**src/rtl/dadda_pkg.sv**
```systemverilog
`default_nettype none
// ============================================================================
// Module      : dadda_pkg
// Description : Shared state encoding and sizing helpers for the Dadda
//               final carry-propagate stage.
// Revision    : 1.0 - initial release
// ============================================================================
package dadda_pkg;

    typedef logic [1:0] state_t;

    localparam state_t ST_IDLE = 2'd0;
    localparam state_t ST_ADD  = 2'd1;
    localparam state_t ST_DONE = 2'd2;

    function automatic int nchunk(input int width, input int chunk);
        return width / chunk;
    endfunction

    // Index width, never below one bit so NCHUNK == 1 still has a legal counter.
    function automatic int clog2_min1(input int n);
        int r;
        r = 0;
        for (int i = 0; i < 32; i++) begin
            if ((1 << r) < n) begin
                r = r + 1;
            end
        end
        return (r < 1) ? 1 : r;
    endfunction

endpackage
`default_nettype wire

```
**src/rtl/csa_dadda.sv**
```systemverilog
`default_nettype none
// ============================================================================
// Module      : csa_dadda
// Description : Single-bit full-adder cell shared with the reduction tree.
// Revision    : 1.0 - initial release
// ============================================================================
module csa_dadda (
    input  logic a,
    input  logic b,
    input  logic ci,
    output logic s,
    output logic co
);

    assign s  = a ^ b ^ ci;
    assign co = (a & b) | (ci & (a ^ b));

endmodule
`default_nettype wire

```
**src/rtl/dadda_cpa_chunk.sv**
```systemverilog
`default_nettype none
// ============================================================================
// Module      : dadda_cpa_chunk
// Description : Combinational CHUNK-bit ripple adder built from csa_dadda cells.
// Revision    : 1.0 - initial release
// ============================================================================
module dadda_cpa_chunk #(
    parameter int CHUNK = 4
) (
    input  logic [CHUNK-1:0] a,
    input  logic [CHUNK-1:0] b,
    input  logic             cin,
    output logic [CHUNK-1:0] sum,
    output logic             cout
);

    logic [CHUNK:0] w_c;

    assign w_c[0] = cin;

    generate
        for (genvar i = 0; i < CHUNK; i++) begin : g_fa
            csa_dadda u_fa (
                .a  (a[i]),
                .b  (b[i]),
                .ci (w_c[i]),
                .s  (sum[i]),
                .co (w_c[i+1])
            );
        end
    endgenerate

    assign cout = w_c[CHUNK];

endmodule
`default_nettype wire

```
**src/rtl/dadda_cpa_seq.sv**
```systemverilog
`default_nettype none
// ============================================================================
// Module      : dadda_cpa_seq
// Description : Multi-cycle carry-propagate adder for the two residual Dadda
//               rows; adds CHUNK bits per cycle with one reused adder slice.
//               Define DADDA_CPA_OVF_EN to expose the MSB carry-out on cout.
// Revision    : 1.0 - initial release
// ============================================================================
module dadda_cpa_seq
    import dadda_pkg::*;
#(
    parameter int WIDTH = 16,
    parameter int CHUNK = 4
) (
    input  logic             clk,
    input  logic             rst,
    input  logic             in_valid,
    output logic             in_ready,
    input  logic [WIDTH-1:0] row_s,
    input  logic [WIDTH-1:0] row_c,
    output logic             out_valid,
    input  logic             out_ready,
    output logic [WIDTH-1:0] prod
`ifdef DADDA_CPA_OVF_EN
    ,
    output logic             cout
`endif
);

    localparam int NCHUNK = nchunk(WIDTH, CHUNK);
    localparam int IDX_W  = clog2_min1(NCHUNK);
    localparam logic [IDX_W-1:0] LAST_IDX = IDX_W'(NCHUNK - 1);

    state_t           state_q, state_d;
    logic [IDX_W-1:0] idx_q, idx_d;
    logic             carry_q, carry_d;
    logic [WIDTH-1:0] s_q, s_d;
    logic [WIDTH-1:0] c_q, c_d;
    logic [WIDTH-1:0] prod_q, prod_d;
`ifdef DADDA_CPA_OVF_EN
    logic             cout_q, cout_d;
`endif

    logic [CHUNK-1:0] w_a, w_b, w_sum;
    logic             w_cout;
    logic             w_accept;
    logic             w_last;

    assign w_accept = in_valid && in_ready;
    assign w_last   = (state_q == ST_ADD) && (idx_q == LAST_IDX);

    // State register
    always_ff @(posedge clk) begin
        if (rst) begin
            state_q <= ST_IDLE;
        end else begin
            state_q <= state_d;
        end
    end

    // Next-state logic
    always_comb begin
        state_d = state_q;
        case (state_q)
            ST_IDLE: if (w_accept)  state_d = ST_ADD;
            ST_ADD:  if (w_last)    state_d = ST_DONE;
            ST_DONE: if (out_ready) state_d = ST_IDLE;
            default:                state_d = ST_IDLE;
        endcase
    end

    // Handshake outputs; in_ready is masked by rst so nothing is taken during reset.
    always_comb begin
        in_ready  = (state_q == ST_IDLE) && !rst;
        out_valid = (state_q == ST_DONE);
    end

    always_comb begin
        w_a = '0;
        w_b = '0;
        for (int k = 0; k < NCHUNK; k++) begin
            if (idx_q == IDX_W'(k)) begin
                w_a = s_q[k*CHUNK +: CHUNK];
                w_b = c_q[k*CHUNK +: CHUNK];
            end
        end
    end

    dadda_cpa_chunk #(
        .CHUNK (CHUNK)
    ) u_chunk (
        .a    (w_a),
        .b    (w_b),
        .cin  (carry_q),
        .sum  (w_sum),
        .cout (w_cout)
    );

    always_comb begin
        s_d     = s_q;
        c_d     = c_q;
        idx_d   = idx_q;
        carry_d = carry_q;
        prod_d  = prod_q;
`ifdef DADDA_CPA_OVF_EN
        cout_d  = cout_q;
`endif
        if (w_accept) begin
            s_d     = row_s;
            c_d     = row_c;
            idx_d   = '0;
            carry_d = 1'b0;
        end else if (state_q == ST_ADD) begin
            for (int k = 0; k < NCHUNK; k++) begin
                if (idx_q == IDX_W'(k)) begin
                    prod_d[k*CHUNK +: CHUNK] = w_sum;
                end
            end
            carry_d = w_cout;
            idx_d   = w_last ? '0 : idx_q + 1'b1;
`ifdef DADDA_CPA_OVF_EN
            if (w_last) begin
                cout_d = w_cout;
            end
`endif
        end
    end

    always_ff @(posedge clk) begin
        if (rst) begin
            s_q     <= '0;
            c_q     <= '0;
            idx_q   <= '0;
            carry_q <= 1'b0;
            prod_q  <= '0;
`ifdef DADDA_CPA_OVF_EN
            cout_q  <= 1'b0;
`endif
        end else begin
            s_q     <= s_d;
            c_q     <= c_d;
            idx_q   <= idx_d;
            carry_q <= carry_d;
            prod_q  <= prod_d;
`ifdef DADDA_CPA_OVF_EN
            cout_q  <= cout_d;
`endif
        end
    end

    assign prod = prod_q;
`ifdef DADDA_CPA_OVF_EN
    assign cout = cout_q;
`endif

endmodule
`default_nettype wire

```
**config.mk**
```make
export PLATFORM = sky130hd
export DESIGN_NAME = dadda_cpa_seq
export DESIGN_NICKNAME = d
export VERILOG_FILES = /design/src/rtl/dadda_pkg.sv /design/src/rtl/csa_dadda.sv /design/src/rtl/dadda_cpa_chunk.sv /design/src/rtl/dadda_cpa_seq.sv
export SDC_FILE = /design/constraint.sdc
export NUM_CORES = 1
export LEC_CHECK = 0
export BUFFER_PORTS_ARGS = -buffer_cell sky130_fd_sc_hd__buf_2
export CAP_MARGIN = 0
export CORE_ASPECT_RATIO = 1.5
export CORE_MARGIN = 2
export CORE_UTILIZATION = 57
export CTS_CLUSTER_DIAMETER = 40
export DETAILED_ROUTE_END_ITERATION = 7
export PLACE_DENSITY = 0.81
export RECOVER_POWER = 25
export SYNTH_ARGS = -nofsm -noshare
export SYNTH_HDL_FRONTEND = slang
export SYNTH_SLANG_ARGS = --single-unit
export TNS_END_PERCENT = 30
```
**constraint.sdc**
```tcl
create_clock -name clk -period 5.42 [get_ports clk]
set_input_delay 0.271 -clock clk [delete_from_list [all_inputs] [get_ports clk]]
set_output_delay 0.271 -clock clk [all_outputs]
set_load 0.01 [all_outputs]
```
### After elaboration in Yosys (flattened, before gate mapping)

Cells that the tools add are included.

* latch bits: 0
* flip-flop bits (word level): 53
* input bits: 36
* output and inout port bits: 18
* RAM bits: 0
* memories: 0
* word-level logic and storage cells: 64
* memory bits (read-only): 0

* $add $sub $neg: 1
* multiplexer cells: 13
* div/mod/pow operators: 0
* magnitude comparators: 0
* reductions and logical operators: 12
* equality and inequality tests: 8
* bitwise logic cells: 21
* shift-type cells: 0
* multiply operators: 0

Operators by type and width (number)
* $mux 4: 8
* $reduce_and 3->1: 5
* $and 1x1->1: 8
* $mux 2: 4
* $xor 1x1->1: 8
* $eq 2x2->1 const B: 3
* $pmux 2 s3: 1
* $eq 2x1->1 const B: 2
* $logic_not 2->1: 2
* $ne 2x2->1 const B: 2
* $or 1x1->1: 4
* $logic_and 1x1->1: 3
* $add 2x1->2 const B: 1
* $ne 2x1->1 const B: 1
* $reduce_or 2->1: 1
* $logic_not 1->1: 1
* $not 1->1: 1

### Longest topological paths before layout

* word-level depth: 14
* mapped depth: 12
* depth with buffers taken out: 11

### Modules after synthesis

Synthesis repeated with hierarchy kept, for this count alone.

* cells, all modules: 292
* area total of the unflattened synthesis: 2376.0 µm²

Modules (own cells, without submodules)
* dadda_cpa_seq: times used 1, seq. area each 1061.0 µm², area each 2296.0 µm², cells each 288
* csa_dadda: times used 4, seq. area each 0.0 µm², area each 20.0 µm², cells each 1

### Worst setup path before layout

No wires, ideal clock.

* path type: register to register
* from: reg idx_q[0]
* to: reg prod_q[7], in the netlist prod[7]
* library setup time: 70 ps
* period minus slack after synthesis: 3309 ps
* data required time: 5350 ps
* stages on the path, launching flop included: 12
* data arrival time: 3238 ps
* slack: 2111 ps
* path buffers: 1
* cells stage by stage: dfxtp_1 -> ha_1 -> clkbuf_1 -> or3b_2 -> o21ai_0 -> a31oi_1 -> fa_1 -> fa_1 -> fa_1 -> fa_1 -> nand3_1 -> a21oi_1

* cells in the longest elaborated chain, start to end: 13
* elaborated cells on any way between the ends: 27
* classes of those cells: 3 x eq/ne; 8 x mux; 14 x bitwise; 2 x reduce/logical

Ends and longest elaborated chain
* start: declaration: line dadda_cpa_seq.sv:35 `logic [IDX_W-1:0] idx_q, idx_d;`
* start signal: assignment: line dadda_cpa_seq.sv:142 `idx_q <= idx_d;`
* $logic_not 2->1: line dadda_cpa_seq.sv:82 `if (idx_q == IDX_W'(k)) begin`
* $mux 4 (4 in series): line dadda_cpa_seq.sv:82
* $xor 1x1->1: line csa_dadda.sv:16 `assign co = (a & b) | (ci & (a ^ b));`
* $and 1x1->1: line csa_dadda.sv:16
* $or 1x1->1: line csa_dadda.sv:16
* $and 1x1->1: line csa_dadda.sv:16
* $or 1x1->1: line csa_dadda.sv:16
* $and 1x1->1: line csa_dadda.sv:16
* $or 1x1->1: line csa_dadda.sv:16
* $xor 1x1->1 (*): line csa_dadda.sv:15 `assign s = a ^ b ^ ci;`
* net u_chunk.g_fa[3].u_fa.s: line csa_dadda.sv:11 `output logic s,`
* end signal: assignment: line dadda_cpa_seq.sv:144 `prod_q <= prod_d;`
* end: declaration: line dadda_cpa_seq.sv:39 `logic [WIDTH-1:0] prod_q, prod_d;`

Mark *: on every way through the listed nets, which the timed path passes. The rest lies on a longest branch.
A chain may end at the register's enable or synchronous reset.

### Worst setup path in the final report

Ends and elaborated chain as after synthesis.

==> results.md <==
* Ratio of cells with drive above 1 in the final layout at 16.3%
* Arrival time at the worst endpoint at 3900 ps
* Vias at a little over 2000
* HP Class: in2reg
* Ant diodes at 0
* Yosys warnings at 0
* Startpoint types: flip-flop
* Final Max Tran Viols at 0
* Die ar. at roughly 4700 um2
* Post-synth top area share at 44.6%
* Outcome: finished, final reports clean
* Clock root buffer: clkbuf_8
* Mean cell area of the mapped netlist at 8.15 um2
* Post-synth top cells: nand2_1 (88), dfxtp_1 (53), a21oi_1 (49)
* R2r endpoint: prod[7]$_SDFFE_PP0P_
* Vias in the first global route at a little under 2000
* DR WL/cell at 13.2 um
* RSZ-0062 raised after global routing: false
* FF-to-FF setup slack at 1750 ps
* Max VDD drop at 234 uV
* Tmin final at around 3700 ps
* Max-slew headroom at a little under a quarter
* Worst reg2reg path depth at 11
* Total count of hold-check failures in the final report at 0
* Max_cap viols at 0
* Htree depth at 2
* Starting Density at 59.6%
* Num CTS Buffers at 5
* Grt total ovfl at 0
* Critical path buffers and inverters at 1
* Crit-path most repeated cell: fa_1
* Drc violations at 0
* Nets at 375
* # Post-CTS Setup Buffers at 0
* Lkg Pwr at 0.963 nW
* Logic pwr share at a little under an eighth
* Sequential share of power at 57.9%
* PortBufs at 53
* I/O pins at 54
* Antenna violations before repair at 0
* Reg-to-reg startpoint: idx_q[0]$_SDFFE_PP0P_
* Setup_tns at 0 ps
* Slowest-stage cell, CP: fa_1
* Power Dens Cells at 272 nW/um2
* Main synth FF type: dfxtp_1
* Total track usage at roughly 22%
* Syn_nets at 336
* Final critical-path share of the clock period at 67.6%
* Layout Skew at 5.20 ps
* Yosys cell types at 25
* Clk buf depth at 2
* Sink Count at between 50 and 60
* Syn Std Cell Area at 2380 um2
* Top cells by area, synth: dfxtp_1 (45%), nand2_1 (14%), a21oi_1 (10%)
* Critical path cell sequence: inv_1, ha_1, or3b_2, o21ai_0, a31oi_1, fa_1, fa_1, fa_1, fa_1, nand3_1, a21oi_1
* CP max FO at 14
* Post-synth EDFFs at 0
* Via/cell ratio at approximately 5.4
* Die X at 56.8 um
* Sequential area share after synthesis at 44.6%
* Routed Antenna Nets at 0
* Crit path kind: reg2reg
* Flops & latches, synth at 53
* Setup violations, final at 0
* Placer Congestion at 0.823
* Largest net degree at the start of global routing at 57
* Clk network pwr share at 30.1%
* Post-synth ARST share at 0%
* Area Overhead vs Synth at 10.1%
* WHS at around 190 ps
* 1st-pass router iterations at 4
* End point of the worst hold path: c_q[15]$_SDFFE_PP0P_
* Clk_lat worst skew at 310 ps
* Cell taking the most area after synthesis: dfxtp_1
* Hold path start: row_c[15]
* CTS tree: done
* # rows at 28
* Worst Max-Slew Pin Slew at around 1200 ps
* Core Box Area at 3990 um2
* Most numerous cell in the Yosys netlist: nand2_1
* 1st-iter DRT viols at 69
* First-pass GRT wire length at between 8000 and 9000 um
* CP Capture Type: flip-flop
* Max Fclk at 273 MHz
* Worst hold stages at 3
* Post-cts resize count at 0
* Final WL at 4960 um
* Final Util at roughly two thirds
* Die extent in y at 83.2 um
* Switching pwr at 0.000186 W
* Cell Int Power at between 0.0005 and 0.0006 W
* Crit path largest cell delay at between 500 and 600 ps
* Crit path required time at 5650 ps
* Net Sw Frac at between 20% and 30%
* Post-DP HPWL at 3520 um
* Clock Pin Slew Worst Setup and Hold Paths at 90 ps
* Power consumption at 0.000713 W
* Delay-heaviest family, CP: adder cells
* Mapped Cells at a little under 300
* CTS Hold Bufs at 0
-- registers in the layout, indices dropped and copies added, names as in the netlist --
name,cells
prod,16
state_q,2
s_q,16
c_q,16
carry_q,1
idx_q,2
-- worst min-delay path, stage by stage --
cell and delay (ps):
buf_2 90, nand2_1 40, a21oi_1 50
-- metrics by stage --
step           cell area [um2]  worst slack [ps]  std cells
2_1_floorplan             2380              2110        292
3_3_place_gp              2560              1920        369
3_5_place_dp              2560              1830        369
4_1_cts                   2640              1790        377
5_1_grt                   2620              1590        377
6_report                  2620              1750        377
-- cell usage in the layout (no fill, tap or decap) --
cell type	n
buf_4	1
or3b_2	8
a22oi_1	3
clkbuf_8	5
dfxtp_1	53
inv_1	3
nand3b_1	12
mux2i_1	1
nor4b_4	1
nor2b_1	2
nor2_1	5
clkbuf_1	17
a31oi_1	8
nand2b_1	1
fa_1	4
o21ai_0	8
ha_1	4
a21oi_1	49
nor3_1	2
nand2_1	88
buf_2	37
clkinv_2	2
o21bai_1	1
nand3_1	16
or4b_1	1
-- power by group through the flow --
| stage | logic (W) | clock network (W) | registers (W) |
|---|---|---|---|
| global placement | 0.0000836 | 0 | 0.000422 |
| finish | 0.0000852 | 0.000215 | 0.000413 |
| floorplan | 0.0000653 | 0 | 0.000419 |
| detailed placement | 0.0000856 | 0 | 0.000422 |
| CTS | 0.0000859 | 0.000217 | 0.000413 |
| global route | 0.0000954 | 0.000234 | 0.000415 |
-- kinds of logic (layout without fill, tap and decap cells) --
logic type	after synthesis	count (layout)	synth area share (%)
AOI/OAI and AO/OA	69	69	15.3
adders and majority gates	8	8	5.47
buffers and inverters	25	65	6.83
DFF	53	53	44.6
muxes	1	1	0.420
and+or+nand+nor	136	136	27.4
-- worst max path at each step --
stage / startpoint / cells past startpoint / endpoint / slack [ps]
floorplan: idx_q[0]$_SDFFE_PP0P_ / 11 / prod[7]$_SDFFE_PP0P_ / 2110
global placement: idx_q[0]$_SDFFE_PP0P_ / 11 / prod[3]$_SDFFE_PP0P_ / 1920
detailed placement: idx_q[0]$_SDFFE_PP0P_ / 11 / prod[7]$_SDFFE_PP0P_ / 1830
CTS: idx_q[0]$_SDFFE_PP0P_ / 11 / prod[7]$_SDFFE_PP0P_ / 1790
global route: idx_q[0]$_SDFFE_PP0P_ / 10 / prod[7]$_SDFFE_PP0P_ / 1590
finish: idx_q[0]$_SDFFE_PP0P_ / 11 / prod[7]$_SDFFE_PP0P_ / 1750
-- cell type report --
class | count | area [um2]
clock buffers | 6 | 72.6
well taps | 45 | 56.3
repair buffers | 54 | 253
clock inverters | 2 | 10.0
flip-flops and latches | 53 | 1060
inverters | 3 | 11.3
fillers | 368 | 1370
multi-input cells | 214 | 1160
-- routing by layer --
layer | vias up | share of wire [%] | global-route usage [%]
met4 | 0 | 3.1 | 11.2
met5 | - | 0 | 0
met2 | 54 | 52 | 38.8
met3 | 15 | 4.0 | 4.36
li1 | 1069 | - | -
met1 | 909 | 41 | 24.9
Note: power is estimated with default switching activity, not from simulation.
